File: config.mk
export PLATFORM = sky130hd
export DESIGN_NAME = code_pipe_bist
export DESIGN_NICKNAME = d
export VERILOG_FILES = /design/src/rtl/code_pipe_bist_pkg.sv /design/src/rtl/code_pipe_bist_ctrl.sv /design/src/rtl/code_pipe_bist.sv
export SDC_FILE = /design/constraint.sdc
export NUM_CORES = 1
export LEC_CHECK = 0
export ABC_AREA = 1
export BUFFER_PORTS_ARGS = -buffer_cell sky130_fd_sc_hd__buf_2
export CORE_UTILIZATION = 45
export DETAILED_ROUTE_END_ITERATION = 7
export PLACE_DENSITY = 0.68
export SETUP_SLACK_MARGIN = 0.3
export SYNTH_ARGS = -nofsm -noshare
export SYNTH_HDL_FRONTEND = slang
export SYNTH_SLANG_ARGS = --single-unit
File: constraint.sdc
create_clock -name clk -period 6 [get_ports clk]
set_input_delay 1.8 -clock clk [delete_from_list [all_inputs] [get_ports clk]]
set_output_delay 1.8 -clock clk [all_outputs]
set_load 0.01 [all_outputs]
File: src/rtl/code_pipe_bist_pkg.sv
// code_pipe_bist_pkg: shared state enum and code/signature helpers sized for the widest W (6)
package code_pipe_bist_pkg;
  typedef enum logic [2:0] {IDLE, FLUSH, RUN, DRAIN, DONE} state_t;
  localparam int W_MAX = 6;
  localparam int N_MAX = 64;
  function automatic logic [N_MAX-1:0] onehot_decode(input logic [W_MAX-1:0] code);
    return 64'd1 << code;
  endfunction
  function automatic logic [W_MAX-1:0] priority_encode(input logic [N_MAX-1:0] oh);
    logic [W_MAX-1:0] r;
    r = '0;
    for (int i = 0; i < N_MAX; i++) if (oh[i]) r = W_MAX'(i);
    return r;
  endfunction
  // rotate-left within the low w bits, then fold in d
  function automatic logic [W_MAX-1:0] sig_update(input logic [W_MAX-1:0] sig, input logic [W_MAX-1:0] d, input int w);
    logic [W_MAX-1:0] r;
    r = '0;
    for (int i = 0; i < W_MAX; i++) if (i < w) r[i] = sig[(i + w - 1) % w] ^ d[i];
    return r;
  endfunction
endpackage

File: src/rtl/code_pipe_bist_ctrl.sv
// code_pipe_bist_ctrl: BIST sequencer with pattern counter, result checker and signature
module code_pipe_bist_ctrl
  import code_pipe_bist_pkg::*;
#(
  parameter int W = 5
) (
  input  logic         clk,
  input  logic         reset,
  input  logic         bist_start,
  input  logic         s1_valid,
  input  logic         s2_valid,
  input  logic [W-1:0] s2_data,
  input  logic [W-1:0] s2_tag,
  output state_t       state,
  output logic [W-1:0] cnt,
  output logic         inject,
  output logic         bist_mode,
  output logic         normal,
  output logic         bist_busy,
  output logic         bist_done,
  output logic         bist_fail,
  output logic [W-1:0] bist_sig
);
  state_t nxt;
  logic dcnt;
  logic [W_MAX-1:0] sig6, d6, upd;
  logic unused;
  always_comb begin
    nxt = state;
    case (state)
      IDLE, DONE: nxt = bist_start ? FLUSH : state;
      FLUSH:      nxt = (s1_valid | s2_valid) ? FLUSH : RUN;
      RUN:        nxt = (cnt == '1) ? DRAIN : RUN;
      DRAIN:      nxt = dcnt ? DONE : DRAIN;
      default:    nxt = IDLE;
    endcase
  end
  always_comb begin
    sig6 = '0;
    sig6[W-1:0] = bist_sig;
    d6 = '0;
    d6[W-1:0] = s2_data;
    upd = sig_update(sig6, d6, W);
  end
  assign unused    = ^upd;
  assign inject    = state == RUN;
  assign bist_mode = state == RUN || state == DRAIN;
  assign normal    = state == IDLE || state == DONE;
  assign bist_busy = state == FLUSH || bist_mode;
  assign bist_done = state == DONE;
  always_ff @(posedge clk or negedge reset)
    if (!reset) state <= IDLE;
    else state <= nxt;
  always_ff @(posedge clk or negedge reset) begin
    if (!reset) begin
      cnt       <= '0;
      dcnt      <= 1'b0;
      bist_sig  <= '0;
      bist_fail <= 1'b0;
    end else begin
      cnt  <= inject ? cnt + 1'b1 : '0;
      dcnt <= (state == DRAIN) & !dcnt;
      if (state == FLUSH && nxt == RUN) begin
        bist_sig  <= '0;
        bist_fail <= 1'b0;
      end else if (bist_mode && s2_valid) begin
        bist_fail <= bist_fail | (s2_data != s2_tag);
        bist_sig  <= upd[W-1:0];
      end
    end
  end
endmodule

File: src/rtl/code_pipe_bist.sv
// code_pipe_bist: one-hot decode / priority re-encode pipeline (depth 2) with on-chip BIST
module code_pipe_bist
  import code_pipe_bist_pkg::*;
#(
  parameter int W = 5
) (
  input  logic         clk,
  input  logic         reset,
  input  logic [W-1:0] data_in,
  input  logic         in_valid,
  output logic         in_ready,
  output logic [W-1:0] data_out,
  output logic         out_valid,
  input  logic         out_ready,
  input  logic [W-1:0] fault_mask,
  input  logic         bist_start,
  output logic         bist_busy,
  output logic         bist_done,
  output logic         bist_fail,
  output logic [W-1:0] bist_sig
);
  localparam int N = 1 << W;
  state_t state;
  logic [N-1:0] s1_oh;
  logic [W-1:0] s1_tag, s2_data, s2_tag, cnt, code;
  logic s1_valid, s2_valid, s1_en, s2_en, inject, bist_mode, normal;
  logic [W_MAX-1:0] code6, enc6;
  logic [N_MAX-1:0] oh64, s1_oh64;
  logic unused;
  code_pipe_bist_ctrl #(.W(W)) u_ctrl (
    .clk(clk), .reset(reset), .bist_start(bist_start),
    .s1_valid(s1_valid), .s2_valid(s2_valid), .s2_data(s2_data), .s2_tag(s2_tag),
    .state(state), .cnt(cnt), .inject(inject), .bist_mode(bist_mode), .normal(normal),
    .bist_busy(bist_busy), .bist_done(bist_done), .bist_fail(bist_fail), .bist_sig(bist_sig)
  );
  always_comb begin
    code = inject ? cnt : data_in;
    code6 = '0;
    code6[W-1:0] = code;
    oh64 = onehot_decode(code6);
    s1_oh64 = '0;
    s1_oh64[N-1:0] = s1_oh;
    enc6 = priority_encode(s1_oh64);
  end
  assign unused    = ^{oh64, enc6, state};
  assign s2_en     = bist_mode | !s2_valid | out_ready;
  assign s1_en     = !s1_valid | s2_en;
  // reset gating keeps every output low while reset is held
  assign in_ready  = reset & normal & s1_en;
  assign out_valid = s2_valid & !bist_mode;
  assign data_out  = s2_data;
  always_ff @(posedge clk or negedge reset) begin
    if (!reset) begin
      s1_valid <= 1'b0;
      s1_oh    <= '0;
      s1_tag   <= '0;
      s2_valid <= 1'b0;
      s2_data  <= '0;
      s2_tag   <= '0;
    end else begin
      if (s1_en) begin
        s1_valid <= inject | (in_valid & in_ready);
        s1_oh    <= oh64[N-1:0];
        s1_tag   <= code;
      end
      if (s2_en) begin
        s2_valid <= s1_valid;
        s2_data  <= enc6[W-1:0] ^ fault_mask;
        s2_tag   <= s1_tag;
      end
    end
  end
endmodule

==> flow_metrics.tcl, run 1 <==
set metrics [dict create \
    cp.arrival_ps 3250 \
    layout_commonest_cell "nand2_1" \
    rows 29 \
    io-pin-count 30 \
    cts_buffers 9 \
    ant_nets 0 \
    grt_util_all_layers_pct 20.4 \
    vias 2515 \
    clkTransAtPathRegs_ps 70 \
    syn2layout_area_growth_pct 14.7 \
    start_util_pct 47.5 \
    firstDrtPassIters 6 \
    grt_pass1_vias 2453 \
    clock-sinks 63 \
    rsz0062_at_grt "false" \
    grt_util_met3_pct 3.44 \
    irDropWorstVdd_mv 0.188 \
    min_period_ps 5050 \
    fmax_ghz 0.198 \
    slew_headroom_pct 47.7 \
    p_sw_mw 0.837 \
    floorplan.die_area_um2 7190 \
    switching_share_pct 42.2 \
    grt_pass1_wl_mm 11.3 \
    critPathLaunchType "input port" \
    fin_crit_sh_pct 84.2 \
    synth_top_cell_area_share_pct 51.1 \
    synth-seq-cells 63 \
    antennaDiodeCount 0 \
    place_congestion 0.890 \
    cts_tree "done" \
    setup-violations-final 0 \
    status "finished with violations" \
    cts_hold_buf 0 \
    finalWirelength_mm 6.48 \
    hpwlAfterDp_mm 4.69 \
    cp_max_fo 35 \
    post-place-ws_ps 958 \
    synth_area_leaders "dfrtp_1 (51%), nand2_1 (12%), o22ai_1 (6.1%), inv_1 (4.9%), nor2_1 (4.1%)" \
    path_class "input port to output port" \
    end_kind "output port" \
    drcViolationCount 3 \
    clk_path_buf_depth 2 \
    ys_types 30 \
    hold_path_class "flip-flop to flip-flop" \
    die_h_um 84.8 \
    fp.dieW_um 84.8 \
    final_cell_mix "nand2_1 (96), dfrtp_1 (63), inv_1 (40)" \
    h-tree-depth 3 \
    nNetsFinal 426 \
    power_density_nw_per_um2 560 \
    drtIter0Drc 183 \
    tightest_slew_ps 784 \
    combPwrFrac_pct 45.9 \
    synth_top_area_cell "dfrtp_1" \
    avgSynthCellArea_um2 8.25 \
    clock-root-buffer "clkbuf_8" \
    insertion_delay_ps 350 \
    cp.required_ps 4200 \
    drv_slew 0 \
    numPortBuffers 29 \
    ys_seq_area_share_pct 51.1 \
    core_um2 6490 \
    seqPwrFrac_pct 32.9 \
    setup_slack_ps 949 \
    violations "design-rule violations" \
    layout-drive-gt1-share_pct 17.1 \
    gr-total-overflow 0 \
    cts-resized-gates 0 \
    antenna_found_initial 0 \
    vias_per_cell 5.12 \
    grt_busiest_layer "met2" \
    post_drt_wl_per_cell_um 13.2 \
    syn_area_um2 3090 \
    grt_max_degree 64 \
    yosysWarnings 0 \
    internal_power_mw 1.15 \
    hold_viol_final 0 \
    grt.met2_usage_pct 31.7 \
    syn-num-nets 391 \
    clockPowerShare_pct 21.2 \
    cap_viol_max_count 0 \
    skew_ps 9.56 \
    tns_ps 0 \
    post_cts_buffers 0 \
    p_leak_nw 1.80 \
    netlist_instances 374 \
    gr-usage-met1_pct 28.0 \
]
-- registers in the layout (all words and copies together) (netlist names) --
| name | count |
|---|---|
| u_ctrl.bist_sig | 5 |
| u_ctrl.cnt | 5 |
| s1_valid | 1 |
| u_ctrl.state | 3 |
| data_out | 5 |
| u_ctrl.dcnt | 1 |
| s1_oh | 31 |
| u_ctrl.bist_fail | 1 |
| s2_tag | 5 |
| s1_tag | 5 |
| s2_valid | 1 |
-- layer usage --
metal / routed length (um) / vias up
li1: - / 1268
met5: 0 / -
met1: 3180 / 1177
met2: 2890 / 60
met4: 93 / 0
met3: 309 / 10
-- cell usage after synthesis, drive strengths merged --
library cell  count
o211ai            1
xnor2             8
nand4             1
o41ai             1
nand3            20
xor2              2
nor4              2
nor2             36
mux2i             1
clkinv            4
inv              53
clkbuf            7
and3              1
o21ai            25
bufinv            5
dfrtp            63
or2               5
o22ai            30
ha                2
buf               1
a21oi             5
nand2            96
o2111ai           1
nor3              4
-- worst paths after layout --
path | cells past startpoint | start | end | slack [ps]
max in group asynchronous | 2 | reset | s1_oh[20]$_DFFE_PN0P_ | 3810
worst max register to register | 9 | u_ctrl.state[2]$_DFF_PN0_ | s1_oh[18]$_DFFE_PN0P_ | 3390
worst max-delay path | 10 | out_ready | in_ready | 950
worst min-delay path | 1 | u_ctrl.dcnt$_DFF_PN0_ | u_ctrl.dcnt$_DFF_PN0_ | 470
min in group asynchronous | 2 | reset | u_ctrl.bist_sig[1]$_DFFE_PN0P_ | 1680
worst min register to register | 1 | u_ctrl.dcnt$_DFF_PN0_ | u_ctrl.dcnt$_DFF_PN0_ | 470
-- worst max-delay path, cell delays in order --
cell and delay, ps:
buf_2 80, nor3_1 40, buf_4 180, inv_2 140
nor2_1 60, buf_4 160, inv_2 430, nand3_1 130
inv_1 100, buf_2 130
-- layout make-up --
| class | count | area [um^2] |
|---|---|---|
| timing repair buffer | 32 | 168 |
| clock buffer | 10 | 138 |
| fill | 610 | 2960 |
| multi-input combinational | 241 | 1170 |
| sequential | 63 | 1580 |
| tap | 77 | 96.3 |
| clock inverter | 6 | 92.6 |
| inverter | 62 | 302 |
-- power by group through the flow --
stage	registers [mW]	logic [mW]	clock network (mW)
CTS	0.653	0.911	0.427
detailed placement	0.660	0.902	0
global placement	0.656	0.893	0
floorplan	0.656	0.667	0
global route	0.669	1.05	0.446
finish	0.653	0.910	0.420
-- per-stage QoR --
step	util [%]	area, um^2	total power, mW	hold WS, ps	instances
after floorplan	-	3090	1.32	429	374
final	54.5	3540	1.98	467	491
after detailed placement	50.9	3310	1.56	461	475
after CTS	54.5	3540	1.99	472	491
after global routing	54.5	3540	2.17	506	491
after global placement	50.9	3310	1.55	466	475
-- cell families (layout without fill, tap and decap cells) --
family | Yosys count | in the layout | share of synthesized area (%)
adder cells (fa/ha/maj) | 2 | 2 | 0.811
AO/OA/AOI/OAI | 63 | 63 | 11.9
buffers and inverters | 70 | 110 | 11.1
multiplexers | 1 | 1 | 0.324
flip-flops | 63 | 63 | 51.1
AND/OR/NAND/NOR | 165 | 165 | 21.9
XOR/XNOR | 10 | 10 | 2.84
(Power assumes the default switching activity.)
==> run 2: changes to the inputs <==
clock period = 5.1 ns   (was 6 ns; I/O delays follow)
==> run 2 against run 1 <==
The flow still finishes with violations (design-rule violations). Cell count shrank 0.20%. Utilization increased by 0.23 points. Worst hold slack gained 3.4 ps. Total power is 19% higher. Combinational power up 15%. Cell area grew 0.42%. Clock skew shrank 5.5 ps. First-iteration DRC count up 6.6%. Largest power group unchanged.
==> flow_metrics.tcl, run 2 (same netlist as run 1, synthesis figures left out) <==
set metrics [dict create \
    status "finished with violations" \
    violations "design-rule violations" \
    slowest_stage "inv_2" \
    cp.required_ps 3570 \
    layout_commonest_cell "nand2_1" \
    grt_max_degree 64 \
    layout-drive-gt1-share_pct 16.7 \
    cts_buffers 9 \
    dp_cells 475 \
    cts-resized-gates 0 \
    setup_slack_ps 617 \
    firstDrtPassIters 7 \
    fin_cells 490 \
    clkTransAtPathRegs_ps 70 \
    final-seq-area_um2 1580 \
    fill_cells 619 \
    largest_reg_flops 31 \
    cp_max_fo 35 \
    clock-root-buffer "clkbuf_8" \
    dpl_cell_area_um2 3310 \
    floorplan.die_area_um2 7190 \
    final_cell_mix "nand2_1 (96), dfrtp_1 (63), inv_1 (40)" \
    core_um2 6490 \
    gr-total-overflow 0 \
    irDropWorstVdd_mv 0.246 \
    cts_tree "done" \
    vias_per_cell 5.08 \
    post_cts_buffers 0 \
    total_power_mw 2.36 \
    post_drt_wl_per_cell_um 13.0 \
    finalWirelength_mm 6.38 \
    crit_chain "buf_2 > nor3_1 > buf_4 > inv_2 > nor2_1 > buf_4 > inv_2 > nand3_1 > inv_1 > buf_2" \
    path_class "input port to output port" \
    cap_viol_max_count 0 \
    end_kind "output port" \
    rsz0062_at_grt "false" \
    critPathLaunchType "input port" \
    vias 2490 \
    clk_path_buf_depth 2 \
    power_density_nw_per_um2 664 \
    fin_crit_sh_pct 87.9 \
    antenna_found_initial 0 \
    clock-sinks 63 \
    tightest_slew_ps 780 \
    start_util_pct 47.5 \
    nNetsFinal 426 \
    setup-violations-final 0 \
    place_congestion 0.891 \
    die_h_um 84.8 \
    tns_ps 0 \
    h-tree-depth 3 \
    ant_nets 0 \
    top_register "s1_oh" \
    drcViolationCount 3 \
    syn2layout_area_growth_pct 15.2 \
    hold_viol_final 0 \
    cts_hold_buf 0 \
    cp.arrival_ps 2950 \
    insertion_delay_ps 340 \
    min_period_ps 4480 \
    hold_slack_ps 470 \
    grt_pass1_wl_mm 11.2 \
    max_stage_delay_ps 420 \
    grt_pass1_vias 2439 \
    slew_headroom_pct 48.0 \
    final_core_util_pct 54.7 \
    grt_util_all_layers_pct 20.2 \
    fmax_ghz 0.223 \
    post-place-ws_ps 607 \
    fp.dieW_um 84.8 \
    hpwlAfterDp_mm 4.66 \
    io-pin-count 30 \
    crit_buf_inv 7 \
    drtIter0Drc 195 \
    rows 29 \
    final_area_um2 3550 \
    numPortBuffers 29 \
    path_delay_family "buffers and inverters" \
    multi_input_area_um2 1170 \
    p_leak_nw 1.81 \
    antennaDiodeCount 0 \
    drv_slew 0 \
    skew_ps 4.07 \
    hold_path_class "flip-flop to flip-flop" \
]
## run 2: changes by cell type in the layout (fill, tap and decap cells not counted)
cell,delta
bufinv_16,+1
clkbuf_1,+1
clkbuf_8,+1
clkinv_4,-1
clkinvlp_4,-2
inv_6,-1
## run 2: final cells by class
type	count	area share, %
Clock inverter	3	2.54
Inverter	62	8.49
Clock buffer	12	4.37
Sequential cell	63	44.4
Timing Repair Buffer	32	4.72
Multi-Input combinational cell	241	32.8
Tap cell	77	2.71
## run 2: worst register-to-register path: stages, from the launching register on
cell	delay [ps]
dfrtp_1	420
nor2_1	280
nor3_1	80
buf_4	180
inv_2	140
nor2_1	60
buf_4	160
inv_2	420
nand2_1	500
o22ai_1	260
## run 2: worst paths after layout
path / cells after the start / to / startpoint / slack (ps)
max in group asynchronous: 2 / s1_oh[5]$_DFFE_PN0P_ / reset / 3180
min in group asynchronous: 2 / u_ctrl.bist_sig[1]$_DFFE_PN0P_ / reset / 1410
worst max-delay path: 10 / in_ready / out_ready / 620
worst max register to register: 9 / s1_oh[28]$_DFFE_PN0P_ / u_ctrl.state[2]$_DFF_PN0_ / 2520
worst min register to register: 1 / u_ctrl.dcnt$_DFF_PN0_ / u_ctrl.dcnt$_DFF_PN0_ / 470
worst min-delay path: 1 / u_ctrl.dcnt$_DFF_PN0_ / u_ctrl.dcnt$_DFF_PN0_ / 470
## run 2: report_power, final
group | internal, mW | leakage, nW | switching (mW)
sequential | 0.657 | 0.828 | 0.115
clock | 0.349 | 0.123 | 0.187
combinational | 0.401 | 0.862 | 0.650
## run 2: routing by layer
| layer | global-route usage (%) | share of wire, % | up-vias |
|---|---|---|---|
| li1 | - | - | 1267 |
| met3 | 3.15 | 3.8 | 10 |
| met5 | 0 | 0 | - |
| met1 | 29.1 | 51 | 1163 |
| met4 | 10.2 | 2.1 | 0 |
| met2 | 29.7 | 43 | 50 |
==> run 3: changes to the inputs <==
--- a/config.mk
+++ b/config.mk
@@ -11,2 +11,3 @@
 export DETAILED_ROUTE_END_ITERATION = 7
+export GPL_ROUTABILITY_DRIVEN = 0
 export PLACE_DENSITY = 0.68
--- a/constraint.sdc
+++ b/constraint.sdc
@@ -3,2 +3,2 @@
 set_output_delay 1.53 -clock clk [all_outputs]
-set_load 0.01 [all_outputs]
+set_load 0.05 [all_outputs]
==> run 3 against run 2 <==
The run still ends with design-rule violations left. Via count is 0.64% higher. Critical path depth is 1 lower. First-iteration DRC count is 10% lower. Setup slack worse by 47 ps. Sequential power hardly changed. Clock power is 17% lower. Cell count is 0.20% higher. Non-clock buffer count stayed put. Flip-flop and latch count stayed put. Cell area is 1.1% lower. Critical path type unchanged. Critical endpoint unchanged. Largest cell class unchanged.
==> flow_metrics.tcl, run 3 (same netlist as run 1, synthesis figures left out) <==
set metrics [dict create \
    status "finished with violations" \
    violations "design-rule violations" \
    h-tree-depth 3 \
    top_register "s1_oh" \
    cts_buffers 9 \
    fin_cells 491 \
    gr-total-overflow 0 \
    insertion_delay_ps 340 \
    drcViolationCount 3 \
    antenna_found_initial 0 \
    core_um2 6490 \
    grt_pass1_wl_mm 11.4 \
    grt_util_all_layers_pct 20.7 \
    p_leak_nw 1.79 \
    finalWirelength_mm 6.40 \
    cts_hold_buf 0 \
    vias_per_cell 5.10 \
    cp.arrival_ps 3000 \
    post_drt_wl_per_cell_um 13.0 \
    slowest_stage "inv_2" \
    vias 2506 \
    grt_max_degree 64 \
    irDropWorstVdd_mv 0.279 \
    grt_pass1_vias 2423 \
    crit_buf_inv 6 \
    fp.dieW_um 84.8 \
    setup-violations-final 0 \
    clock-root-buffer "clkbuf_8" \
    layout-drive-gt1-share_pct 17.1 \
    cp.required_ps 3570 \
    rsz0062_at_grt "false" \
    fmax_ghz 0.221 \
    cp_max_fo 35 \
    clock-sinks 63 \
    floorplan.die_area_um2 7190 \
    tns_ps 0 \
    setup_slack_ps 570 \
    numPortBuffers 29 \
    io-pin-count 30 \
    cap_viol_max_count 0 \
    critPathLaunchType "input port" \
    path_class "input port to output port" \
    crit_chain "buf_2 > nor3_1 > buf_4 > inv_2 > nor2_1 > inv_2 > nand3_1 > inv_1 > buf_2" \
    end_kind "output port" \
    die_h_um 84.8 \
    max_stage_delay_ps 450 \
    hold_path_class "flip-flop to flip-flop" \
    ant_nets 0 \
    nNetsFinal 426 \
    hold_viol_final 0 \
    min_period_ps 4530 \
    firstDrtPassIters 6 \
    antennaDiodeCount 0 \
    power_density_nw_per_um2 691 \
    post_cts_buffers 0 \
    cts_tree "done" \
    rows 29 \
    final_cell_mix "nand2_1 (96), dfrtp_1 (63), inv_1 (40)" \
    largest_reg_flops 31 \
    path_delay_family "buffers and inverters" \
    layout_commonest_cell "nand2_1" \
    start_util_pct 47.5 \
    tightest_slew_ps 795 \
    dp_cells 475 \
    skew_ps 6.43 \
    hpwlAfterDp_mm 4.64 \
    drtIter0Drc 175 \
    clkTransAtPathRegs_ps 70 \
    cts-resized-gates 0 \
    drv_slew 0 \
    fin_crit_sh_pct 88.8 \
    slew_headroom_pct 47.0 \
    syn2layout_area_growth_pct 13.9 \
    clk_path_buf_depth 2 \
    post-place-ws_ps 585 \
]
## run 3: path summary, 6_finish.rpt
check | from | slack [ps] | depth (start not counted) | end
worst max-delay path | out_ready | 570 | 9 | in_ready
worst min-delay path | u_ctrl.dcnt$_DFF_PN0_ | 470 | 1 | u_ctrl.dcnt$_DFF_PN0_
worst max register to register | u_ctrl.state[2]$_DFF_PN0_ | 2590 | 8 | s1_oh[18]$_DFFE_PN0P_
worst min register to register | u_ctrl.dcnt$_DFF_PN0_ | 470 | 1 | u_ctrl.dcnt$_DFF_PN0_
max in group asynchronous | reset | 3170 | 2 | s1_oh[28]$_DFFE_PN0P_
min in group asynchronous | reset | 1400 | 2 | u_ctrl.bist_sig[0]$_DFFE_PN0P_
## run 3: routing by layer
metal	track usage (%)	up-vias	routed length, um
met5	0	-	0
met4	7.86	0	104
met3	5.21	10	221
met2	31.9	41	2860
li1	-	1275	-
met1	28.5	1180	3210
## run 3: final cells by class
type,instances,area [um^2]
inverter,62,302
tap,77,96.3
clock inverter,5,56.3
clock buffer,11,151
multi-input combinational,241,1170
sequential,63,1580
fill,602,2980
timing repair buffer,32,168
## run 3: where the power goes
group / internal (mW) / total [mW] / switching [mW]
Combinational: 0.402 / 1.21 / 0.811
Clock: 0.251 / 0.446 / 0.195
Sequential: 0.657 / 0.770 / 0.113
Total: 1.31 / 2.43 / 1.12
## run 3: stage by stage
step | power (mW) | hold slack [ps] | util, % | cell area, um^2
2_1_floorplan | 1.72 | 429 | - | 3090
3_3_place_gp | 1.98 | 462 | 50.9 | 3310
3_5_place_dp | 1.99 | 462 | 50.9 | 3310
4_1_cts | 2.45 | 471 | 54.1 | 3520
5_1_grt | 2.66 | 504 | 54.1 | 3520
6_report | 2.43 | 466 | 54.1 | 3520
